<file path="config.mk">
export PLATFORM = sky130hd
export DESIGN_NAME = max7219_emu
export DESIGN_NICKNAME = d
export VERILOG_FILES = /design/src/rtl/max7219_emu.sv
export SDC_FILE = /design/constraint.sdc
export NUM_CORES = 1
export LEC_CHECK = 0
export ABC_AREA = 1
export BUFFER_PORTS_ARGS = -buffer_cell sky130_fd_sc_hd__buf_4
export CAP_MARGIN = 20
export CORE_AREA = 2 2 108 110
export DETAILED_ROUTE_END_ITERATION = 7
export DIE_AREA = 0 0 110 112
export PLACE_DENSITY = 0.77
export SLEW_MARGIN = 20
export SYNTH_ARGS = -nofsm -noshare
export SYNTH_HDL_FRONTEND = slang
export SYNTH_SLANG_ARGS = --single-unit
</file>
<file path="constraint.sdc">
create_clock -name clk -period 4.8 [get_ports clk]
set_input_delay 0 -clock clk [delete_from_list [all_inputs] [get_ports clk]]
set_output_delay 0 -clock clk [all_outputs]
set_load 0.1 [all_outputs]
</file>
<file path="src/rtl/max7219_emu.sv">
// ---------------------------------------------------------------------------
// max7219_emu
//
// SPI responder that behaves like a MAX7219 8-digit LED controller. It takes
// the 16-bit address/data frames produced by the max7219 driver, keeps them
// in an internal register file and drives a multiplexed common-cathode
// 8-digit 7-segment display (scan, intensity PWM, shutdown, display test).
//
// Optional feature: define MAX7219_CODEB_EN to enable Code-B font decoding
// for digits whose decode-mode bit is set. Without it the decode register is
// stored but every digit shows its raw register byte.
//
// Parameters
//   SCAN_DIV     sysclk cycles per PWM step (one digit slot = 32*SCAN_DIV)
//
// Ports
//   clk          system clock, rising edge
//   rst          asynchronous active-high reset
//   max_din      serial data, MSB first (async to clk)
//   max_clk      serial clock, data taken on its rising edge (async to clk)
//   ce_          load: low while shifting, rising edge latches the frame
//   seg[7:0]     segments, active high, [7]=DP, [6:0]=A..G (registered)
//   dig_n[7:0]   digit selects, active low, bit k = digit register k+1
//   frame_valid  one-cycle pulse when a complete frame is latched
//   frame_err    one-cycle pulse when ce_ rises after fewer than 16 bits
// ---------------------------------------------------------------------------
module max7219_emu #(
    parameter int SCAN_DIV = 16
) (
    input  logic       clk,
    input  logic       rst,
    input  logic       max_din,
    input  logic       max_clk,
    input  logic       ce_,
    output logic [7:0] seg,
    output logic [7:0] dig_n,
    output logic       frame_valid,
    output logic       frame_err
);

    localparam int DW = (SCAN_DIV > 1) ? $clog2(SCAN_DIV) : 1;
    localparam logic [DW-1:0] DIV_MAX = DW'(SCAN_DIV - 1);

    typedef enum logic [1:0] {
        ST_SHUTDOWN = 2'd0,
        ST_SCAN     = 2'd1,
        ST_TEST     = 2'd2
    } state_t;

    // -----------------------------------------------------------------------
    // Input synchronizers and registered edge detectors
    // -----------------------------------------------------------------------
    logic [1:0] r_din_sync;
    logic [1:0] r_clk_sync;
    logic [1:0] r_ce_sync;
    logic       r_clk_d;
    logic       r_ce_d;
    logic       r_clk_rise;
    logic       r_ce_rise;
    logic       r_ce_fall;
    logic       r_ce_lvl;    // ce_ level before the edge now being reported
    logic       r_din_q;     // data aligned with r_clk_rise

    // The ce_ path resets to its idle (high) level so that releasing reset
    // with ce_ idle never looks like a load edge.
    always_ff @(posedge clk or posedge rst) begin
        if (rst) begin
            r_din_sync <= 2'b00;
            r_clk_sync <= 2'b00;
            r_ce_sync  <= 2'b11;
            r_clk_d    <= 1'b0;
            r_ce_d     <= 1'b1;
            r_clk_rise <= 1'b0;
            r_ce_rise  <= 1'b0;
            r_ce_fall  <= 1'b0;
            r_ce_lvl   <= 1'b1;
            r_din_q    <= 1'b0;
        end else begin
            r_din_sync <= {r_din_sync[0], max_din};
            r_clk_sync <= {r_clk_sync[0], max_clk};
            r_ce_sync  <= {r_ce_sync[0], ce_};
            r_clk_d    <= r_clk_sync[1];
            r_ce_d     <= r_ce_sync[1];
            r_clk_rise <= r_clk_sync[1] & ~r_clk_d;
            r_ce_rise  <= r_ce_sync[1] & ~r_ce_d;
            r_ce_fall  <= ~r_ce_sync[1] & r_ce_d;
            r_ce_lvl   <= r_ce_d;
            r_din_q    <= r_din_sync[1];
        end
    end

    // -----------------------------------------------------------------------
    // Shift register, bit counter and register file
    // -----------------------------------------------------------------------
    logic [15:0] r_sr;
    logic [4:0]  r_cnt;
    logic [7:0]  r_digit [0:7];
    logic [7:0]  r_decode;
    logic [3:0]  r_intensity;
    logic [2:0]  r_limit;
    logic        r_normal;   // shutdown register bit0: 1 = normal operation
    logic        r_test;

    logic        w_shift;
    logic [15:0] w_sr_next;
    logic [4:0]  w_cnt_next;
    logic [3:0]  w_addr;
    logic [7:0]  w_data;
    logic [2:0]  w_didx;
    logic        w_full;

    // A max_clk rise reported together with the ce_ rise still sees ce_ low
    // through r_ce_lvl, so that last bit is shifted and lands in the frame.
    assign w_shift    = r_clk_rise & ~r_ce_lvl;
    assign w_sr_next  = w_shift ? {r_sr[14:0], r_din_q} : r_sr;
    assign w_addr     = w_sr_next[11:8];
    assign w_data     = w_sr_next[7:0];
    assign w_didx     = 3'(w_addr - 4'd1);
    assign w_full     = (w_cnt_next == 5'd16);

    always_comb begin
        w_cnt_next = r_cnt;
        if (r_ce_fall)
            w_cnt_next = 5'd0;
        else if (w_shift && r_cnt != 5'd16)
            w_cnt_next = r_cnt + 5'd1;
    end

    always_ff @(posedge clk or posedge rst) begin
        if (rst) begin
            r_sr        <= '0;
            r_cnt       <= '0;
            frame_valid <= 1'b0;
            frame_err   <= 1'b0;
            for (int i = 0; i < 8; i++) r_digit[i] <= '0;
            r_decode    <= '0;
            r_intensity <= '0;
            r_limit     <= '0;
            r_normal    <= 1'b0;
            r_test      <= 1'b0;
        end else begin
            r_sr        <= w_sr_next;
            r_cnt       <= w_cnt_next;
            frame_valid <= r_ce_rise & w_full;
            frame_err   <= r_ce_rise & ~w_full;
            if (r_ce_rise && w_full) begin
                case (w_addr)
                    4'h1, 4'h2, 4'h3, 4'h4,
                    4'h5, 4'h6, 4'h7, 4'h8: r_digit[w_didx] <= w_data;
                    4'h9: r_decode    <= w_data;
                    4'hA: r_intensity <= w_data[3:0];
                    4'hB: r_limit     <= w_data[2:0];
                    4'hC: r_normal    <= w_data[0];
                    4'hF: r_test      <= w_data[0];
                    default: ;  // 0x0, 0xD, 0xE: no-op
                endcase
            end
        end
    end

    // -----------------------------------------------------------------------
    // Digit pattern (optional Code-B decode)
    // -----------------------------------------------------------------------
    logic [2:0] r_idx;
    logic [7:0] w_raw;
    logic [7:0] w_pat;

    assign w_raw = r_digit[r_idx];

`ifdef MAX7219_CODEB_EN
    function automatic logic [6:0] codeb(input logic [3:0] v);
        logic [6:0] f;
        case (v)
            4'h0: f = 7'h7E;
            4'h1: f = 7'h30;
            4'h2: f = 7'h6D;
            4'h3: f = 7'h79;
            4'h4: f = 7'h33;
            4'h5: f = 7'h5B;
            4'h6: f = 7'h5F;
            4'h7: f = 7'h70;
            4'h8: f = 7'h7F;
            4'h9: f = 7'h7B;
            4'hA: f = 7'h01;  // '-'
            4'hB: f = 7'h4F;  // 'E'
            4'hC: f = 7'h37;  // 'H'
            4'hD: f = 7'h0E;  // 'L'
            4'hE: f = 7'h67;  // 'P'
            default: f = 7'h00;  // blank
        endcase
        return f;
    endfunction

    assign w_pat = r_decode[r_idx] ? {w_raw[7], codeb(w_raw[3:0])} : w_raw;
`else
    // Decode register is kept readable-by-nothing in this build.
    logic w_unused_decode;
    assign w_unused_decode = ^r_decode;
    assign w_pat = w_raw;
`endif

    // -----------------------------------------------------------------------
    // Scan FSM: state + PWM divider/step/digit counters
    // -----------------------------------------------------------------------
    state_t      r_state;
    state_t      w_state_next;
    logic [DW-1:0] r_div;
    logic [DW-1:0] w_div_next;
    logic [4:0]  r_step;
    logic [4:0]  w_step_next;
    logic [2:0]  w_idx_next;
    logic        w_on;
    logic [7:0]  w_seg;
    logic [7:0]  w_dig_n;

    always_ff @(posedge clk or posedge rst) begin
        if (rst) begin
            r_state <= ST_SHUTDOWN;
            r_div   <= '0;
            r_step  <= '0;
            r_idx   <= '0;
            seg     <= 8'h00;
            dig_n   <= 8'hFF;
        end else begin
            r_state <= w_state_next;
            r_div   <= w_div_next;
            r_step  <= w_step_next;
            r_idx   <= w_idx_next;
            seg     <= w_seg;
            dig_n   <= w_dig_n;
        end
    end

    always_comb begin
        w_state_next = r_state;
        w_div_next   = r_div;
        w_step_next  = r_step;
        w_idx_next   = r_idx;

        if (r_test)
            w_state_next = ST_TEST;
        else if (!r_normal)
            w_state_next = ST_SHUTDOWN;
        else
            w_state_next = ST_SCAN;

        // Counters idle at zero in shutdown, so leaving it starts at slot 0.
        if (r_state == ST_SHUTDOWN || w_state_next == ST_SHUTDOWN) begin
            w_div_next  = '0;
            w_step_next = '0;
            w_idx_next  = '0;
        end else if (r_div == DIV_MAX) begin
            w_div_next  = '0;
            w_step_next = r_step + 5'd1;
            if (r_step == 5'd31) begin
                // Slot boundary: a lowered scan limit takes effect here.
                if (w_state_next == ST_TEST)
                    w_idx_next = r_idx + 3'd1;
                else
                    w_idx_next = (r_idx >= r_limit) ? 3'd0 : r_idx + 3'd1;
            end
        end else begin
            w_div_next = r_div + DW'(1);
        end
    end

    // Duty: on for steps 0 .. 2*intensity.
    assign w_on = ({1'b0, r_step} < {1'b0, r_intensity, 1'b1});

    always_comb begin
        w_seg   = 8'h00;
        w_dig_n = 8'hFF;
        case (r_state)
            ST_SCAN: begin
                w_dig_n = ~(8'd1 << r_idx);
                w_seg   = w_on ? w_pat : 8'h00;
            end
            ST_TEST: begin
                w_dig_n = ~(8'd1 << r_idx);
                w_seg   = 8'hFF;
            end
            default: ;
        endcase
    end

endmodule
</file>
==> results of run 1 <==
-- logic make-up (layout without fill, tap and decap cells) --
| group | after synthesis | count (layout) |
|---|---|---|
| AO/OA/AOI/OAI | 80 | 80 |
| adder cells (fa/ha/maj) | 25 | 25 |
| buffers and inverters | 90 | 119 |
| flip-flops | 135 | 135 |
| AND/OR/NAND/NOR | 422 | 422 |
-- cell usage in the layout (no fill, tap or decap), types with 5 or more instances in the layout --
cell type,count
a21oi_1,42
a22oi_1,16
buf_4,27
clkbuf_16,17
dfrtp_1,123
dfstp_2,12
ha_1,25
inv_1,50
nand2_1,237
nand3_1,31
nand4_1,68
nand4_4,8
nor2_1,56
nor2_2,8
nor3_1,9
o21ai_0,7
o21ai_2,5
-- power by group through the flow --
stage	clock [mW]	combinational, mW	sequential, mW
after floorplan	0	0.309	1.20
after global placement	0	0.341	1.21
after detailed placement	0	0.360	1.21
after CTS	1.37	0.363	1.19
after global routing	1.43	0.401	1.19
final	1.36	0.376	1.19
-- area by class of cell --
| class | count | share of cell area |
|---|---|---|
| well taps | 143 | 0.0240 |
| multi-input cells | 527 | 0.375 |
| clock buffers | 23 | 0.0627 |
| clock inverters | 9 | 0.0198 |
| flip-flops and latches | 135 | 0.454 |
| repair buffers | 32 | 0.0362 |
| inverters | 55 | 0.0280 |
-- sequential cells by signal, summed over array words and instances, names as in the netlist, 3 cells and up --
signal / cells
r_intensity: 4
r_sr: 12
r_idx: 3
r_limit: 3
r_digit: 64
r_step: 5
seg: 8
r_div: 4
r_cnt: 5
dig_n: 8
-- layer usage --
layer,vias to the layer above,global-route usage
met5,-,0
met4,0,0.101
met3,32,0.0667
met2,268,0.430
met1,2591,0.396
li1,2552,-
-- final timing paths --
check | start | endpoint | slack (ns) | cells past startpoint
max reg2reg | r_ce_lvl$_DFF_PP1_ | r_digit[51]$_DFFE_PP0P_ | 1.53 | 11
max | r_ce_lvl$_DFF_PP1_ | r_digit[51]$_DFFE_PP0P_ | 1.53 | 11
min reg2reg | r_din_sync[0]$_DFF_PP0_ | r_din_sync[1]$_DFF_PP0_ | 0.35 | 0
min | rst | r_sr[8]$_DFF_PP0_ | 0.19 | 3
min in group clk | ce_ | r_ce_sync[0]$_DFF_PP1_ | 0.24 | 2
max in group asynchronous | rst | r_digit[30]$_DFFE_PP0P_ | 3.68 | 4
-- critical path: cells and delay by family (launching register included) --
kind,cells,cell delay (ns)
AOI/OAI and AO/OA,2,0.97
adders and majority gates,1,0.19
buffers and inverters,3,0.75
DFF,1,0.52
and+or+nand+nor,5,0.69
-- what timing repair did --
item                                    4_1_cts  5_1_grt
hold buffers                                  4        0
hold endpoints to repair                     41        0
endpoints found under the setup margin        0        0
==> run metrics, run 1 <==
crit path setup slack, layout about 1.5 ns; first-pass GRT wire length approximately 26000 µm; GRT Util Overall 0.282; count leader, synth nand2_1; fin crit share 0.680; Initial Utilization 0.591; post-synthesis compound-gate area fraction 0.0718; Comb pwr share 0.128; maximum single-stage delay on the critical path ~0.8 ns; total of max-cap violations 0; number of enable-type register cells in the synthesized netlist 0; overall power consumption around 2.9 mW; post-layout minimum cycle time 3.27 ns; leakage component of the power 3.76 nW; signed area change from the synthesized netlist to the final layout 13.0%; total clock sinks 135; Tightest Pin Transition about 1.1 ns; IO buf count 22; top routing layer in use met4; Arr. time, crit path between 3 and 4 ns; number of failing setup endpoints in the final timing report 0; ys flop type dfrtp_1; die boundary height around 110 µm; highest net fanout along the worst path 37; average wire length per cell after detail routing 17.3 µm; CP Data Required Time around 5.1 ns; net switching share of the total power 0.275; Flop pwr share 0.407; share of final-layout standard cells stronger than drive strength 1 0.127; post-placement cell count about 890; Post-Syn Area between 6000 and 7000 µm²; Routed Wire Length 16000 µm; HPWL after DPL around 10000 µm; number of nets with antenna violations after routing 0; number of primary I/O pins 23; Fill cells ~880; Synth Net Count between 700 and 800; number of vias per cell between 5 and 6; number of max-slew violations in the final report 0; synth top area cells dfrtp_1 (47%), nand2_1 (13%), nand4_1 (6.4%); Place WS between 1.5 and 2 ns; outcome completed; worst hold slack ~0.19 ns; area used by sequential logic in the layout about 3400 µm²; net switching component of the power between 800 and 900 µW; Core Area approximately 11000 µm²; non-filler instance count after layout 924; register clock-pin slew on the reported worst setup and hold paths roughly 0.060 ns; final-report hold violation count 0; Clk Tree Root Cell clkbuf_16; post-route design area between 7000 and 8000 µm²; flip-flop and latch count after synthesis approximately 140; initial antenna violation count 0; endpoint type of the worst setup path flip-flop; number of buffers added by the clock tree synthesis step 17; adder-cell share of the synthesized area 0.0474; combinational family with the most area after synthesis simple AND/OR/NAND/NOR gates; weighted congestion reported at the end of routability-driven placement just under 0.9; clk_lat worst skew 0.42 ns; combined area of the multi-input logic cells 2800 µm²; sum of routed wire segments on met1 just under 7000 µm; total vias in the final route ~5.4k; cell-internal power between 2 and 2.5 mW; type of origin of the critical path flip-flop; Die Area ~12000 µm²; detailed route wirelength on metal3 ~1400 µm; net count of the finished layout roughly 800; Post-Synth XOR/XNOR Area 0; worst-path cell chain inv_2 -> nand2_4 -> o21ai_2 -> inv_2 -> ha_1 -> nor3_1 -> o21ai_4 -> buf_4 -> nand4_4 -> nand2_1 -> nand2_1; Iter 0 DRT Violations roughly 560; simple-gate portion of the synthesized area 0.303; power density over the cells ~400 nW/µm²; Final TNS setup 0 ns; Overflow after GRT 0; TritonCTS clock tree yes; DRC violation count after routing 0; share of synthesized area spent on multiplexers 0; number of global-route vias before repair 5252; count of warnings emitted by yosys 0; overall die width 110 µm; length of routed met2 wiring between 7000 and 8000 µm; worst max-slew margin expressed relative to the limit 0.247; pin count of the biggest net entering global routing 56; FP Rows 39; placed instance area 6810 µm²; most area-hungry cell type in the Yosys netlist dfrtp_1; ranking of synthesized cells by instance count nand2_1 (237), dfrtp_1 (123), nand4_1 (68); final core utilization 0.668; Worst VDD drop between 200 and 300 µV; portion of the post-synthesis area used by sequential elements 0.514; worst min path class input port to asynchronous set/reset pin; Clock Skew 0.00462 ns; number of distinct standard cells referenced by the synthesized netlist 33; portion of total power attributed to the clock network 0.465; area fraction of the dominant cell type after synthesis 0.466; maximum count of clock buffers along a single path 2; post-CTS setup repair buffer count 0; post_cts resized 0; async set-reset flop share out of synthesis 1.00; H-tree depth 4; number of inserted diodes 0; gate count after technology mapping about 750; RSZ-0062 raised after global routing false; Max Freq a little over 300 MHz; crit path max-delay cell type o21ai_4; critical path class flip-flop to flip-flop; number of detailed-routing iterations run before antenna repair 5; average instance area after synthesis approximately 8.8 µm²
(Power assumes the default switching activity.)
==> inputs of run 2 (changes only) <==
--- a/config.mk
+++ b/config.mk
@@ -8,10 +8,10 @@
 export ABC_AREA = 1
 export BUFFER_PORTS_ARGS = -buffer_cell sky130_fd_sc_hd__buf_4
 export CAP_MARGIN = 20
-export CORE_AREA = 2 2 108 110
+export CORE_AREA = 2 2 112 114
 export DETAILED_ROUTE_END_ITERATION = 7
-export DIE_AREA = 0 0 110 112
-export PLACE_DENSITY = 0.77
+export DIE_AREA = 0 0 114 116
+export PLACE_DENSITY = 0.75
 export SLEW_MARGIN = 20
 export SYNTH_ARGS = -nofsm -noshare
 export SYNTH_HDL_FRONTEND = slang
==> constraint.sdc (replaced) <==
create_clock -name clk -period 2.72 [get_ports clk]
set_input_delay 0 -clock clk [delete_from_list [all_inputs] [get_ports clk]]
set_output_delay 0 -clock clk [all_outputs]
set_load 0.1 [all_outputs]
==> run metrics, run 2 (synthesis gave the netlist of run 1 again) <==
outcome completed (unchanged); number of primary I/O pins 23 (unchanged); share of final-layout standard cells stronger than drive strength 1 0.146 (was 0.127); clk_lat worst skew 0.42 ns (about the same); Die Area 13200 µm² (was 12300 µm²); leakage component of the power 3.84 nW (was 3.76 nW); worst hold slack 0.125 ns (was 0.192 ns); Arr. time, crit path 2.89 ns (was 3.56 ns); non-filler instance count after layout 951 (was 924); RSZ-0062 raised after global routing false (unchanged); type of origin of the critical path flip-flop (unchanged); Routed Wire Length 16100 µm (was 16000 µm); final core utilization 0.637 (was 0.668); number of buffers added by the clock tree synthesis step 17 (unchanged); post-layout minimum cycle time 2.58 ns (was 3.27 ns); number of vias per cell 5.90 (was 5.89); critical path class flip-flop to flip-flop (unchanged); final-report hold violation count 0 (unchanged); total clock sinks 135 (unchanged); number of failing setup endpoints in the final timing report 0 (unchanged); grt peak-use layer met2 (unchanged); Max Freq 388 MHz (was 306 MHz); number of detailed-routing iterations run before antenna repair 7 (was 5); endpoint type of the worst setup path flip-flop (unchanged); number of global-route vias before repair 5390 (was 5252); worst min path class input port to asynchronous set/reset pin (unchanged); overall die width 114 µm (was 110 µm); FP Rows 40 (was 39); most frequent standard cell in the layout excluding fill and tap cells nand2_1 (unchanged); total of max-cap violations 0 (unchanged); total vias in the final route 5610 (was 5443); met3 capacity usage during global routing 0.0659 (was 0.0667); post-placement cell count 915 (was 888); net count of the finished layout 821 (was 798); GRT Util Overall 0.261 (was 0.282); highest net fanout along the worst path 19 (was 37); post_cts resized 0 (unchanged); Worst VDD drop 519 µV (was 262 µV); Clk Tree Root Cell clkbuf_16 (unchanged); DRC violation count after routing 0 (unchanged); fin crit share 0.949 (was 0.680); GRT met2 Usage 0.408 (was 0.430); Regs by FF count r_digit x64, r_sr x12 (unchanged); HPWL after DPL 10800 µm (was 10200 µm); CP Data Required Time 3.02 ns (was 5.10 ns); maximum count of clock buffers along a single path 2 (unchanged); TritonCTS clock tree yes (unchanged); Clock Skew 0.00697 ns (was 0.00462 ns); IO buf count 22 (unchanged); signed area change from the synthesized netlist to the final layout 14.8% (was 13.0%); Core Area 11900 µm² (was 11200 µm²); power density over the cells 643 nW/µm² (was 392 nW/µm²); die boundary height 116 µm (was 112 µm); Initial Utilization 0.555 (was 0.591); Tightest Pin Transition 0.980 ns (was 1.12 ns); Biggest register r_digit (unchanged); number of inserted diodes 0 (unchanged); H-tree depth 4 (unchanged); first-pass GRT wire length 26700 µm (was 26400 µm); Overflow after GRT 0 (unchanged); Iter 0 DRT Violations 673 (was 559); pin count of the biggest net entering global routing 73 (was 56); number of nets with antenna violations after routing 0 (unchanged); weighted congestion reported at the end of routability-driven placement 0.918 (was 0.878); register clock-pin slew on the reported worst setup and hold paths 0.05 ns (was 0.06 ns); most frequent cells in the layout nand2_1 (237), dfrtp_1 (123), nand4_1 (68), nor2_1 (56), inv_1 (50) (unchanged); number of max-slew violations in the final report 0 (unchanged); met1 Track Usage GR 0.346 (was 0.396); initial antenna violation count 0 (unchanged); worst max-slew margin expressed relative to the limit 0.342 (was 0.247); average wire length per cell after detail routing 16.9 µm (was 17.3 µm); max reg flops 64 (unchanged); Final TNS setup 0 ns (unchanged)
[run 2: changes by cell type in the layout (fill, tap and decap cells not counted)]
cell,change
buf_16,-1
inv_4,-1
clkinv_2,+1
o21ai_0,+2
o21ai_2,-2
clkbuf_1,+3
bufinv_16,-4
buf_4,+19
clkbuf_8,+1
buf_12,+5
[run 2: what timing repair did]
action | 4_1_cts | 5_1_grt
hold endpoints to repair | 126 | 0
hold buffers | 4 | 0
setup buffers | 0 | 0
[run 2: cell type report]
cell class	count	area [µm²]
Timing Repair Buffer	55	485
Tap cell	147	184
Sequential cell	135	3390
Fill cell	980	4330
Clock buffer	27	493
Inverter	55	210
Multi-Input combinational cell	527	2790
Clock inverter	5	25.0
[run 2: worst paths after layout]
kind	endpoint	start	cells after the start	slack, ns
min in group clk	r_clk_sync[0]$_DFF_PP0_	max_clk	2	0.23
worst min-delay path	r_intensity[2]$_DFFE_PP0P_	rst	3	0.13
worst max register to register	r_digit[30]$_DFFE_PP0P_	r_clk_rise$_DFF_PP0_	10	0.14
max in group asynchronous	dig_n[1]$_DFF_PP1_	rst	4	1.89
worst min register to register	r_din_q$_DFF_PP0_	r_din_sync[1]$_DFF_PP0_	0	0.35
worst max-delay path	r_digit[30]$_DFFE_PP0P_	r_clk_rise$_DFF_PP0_	10	0.14
[run 2: layer usage]
layer / up-vias / wire length (µm) / share of wire
li1: 2590 / - / -
met5: - / 0 / 0
met4: 0 / 420 / 0.026
met3: 38 / 1340 / 0.083
met1: 2715 / 6840 / 0.42
met2: 267 / 7510 / 0.47
[run 2: critical path: stages (launching register included)]
cell	delay [ns]
dfrtp_1	0.41
nand2_4	0.16
o21ai_0	0.48
inv_1	0.15
ha_1	0.26
nand2_1	0.10
nand3_1	0.13
nor2_2	0.40
nand4_4	0.21
nand2_1	0.11
nand2_1	0.06
[run 2: power breakdown]
part           internal, mW  switching (mW)
Clock                  1.23           0.807
Sequential             2.07          0.0279
Combinational         0.173           0.573
Total                  3.47            1.41
[run 2: through the flow]
step | cell area, µm² | total power, mW | setup slack [ns]
3_5_place_dp | 7020 | 2.85 | 0.215
6_report | 7580 | 4.87 | 0.140
4_1_cts | 7580 | 4.88 | 0.167
3_3_place_gp | 7020 | 2.82 | 0.292
5_1_grt | 7580 | 5.03 | 0.00348
2_1_floorplan | 6610 | 2.67 | 0.276
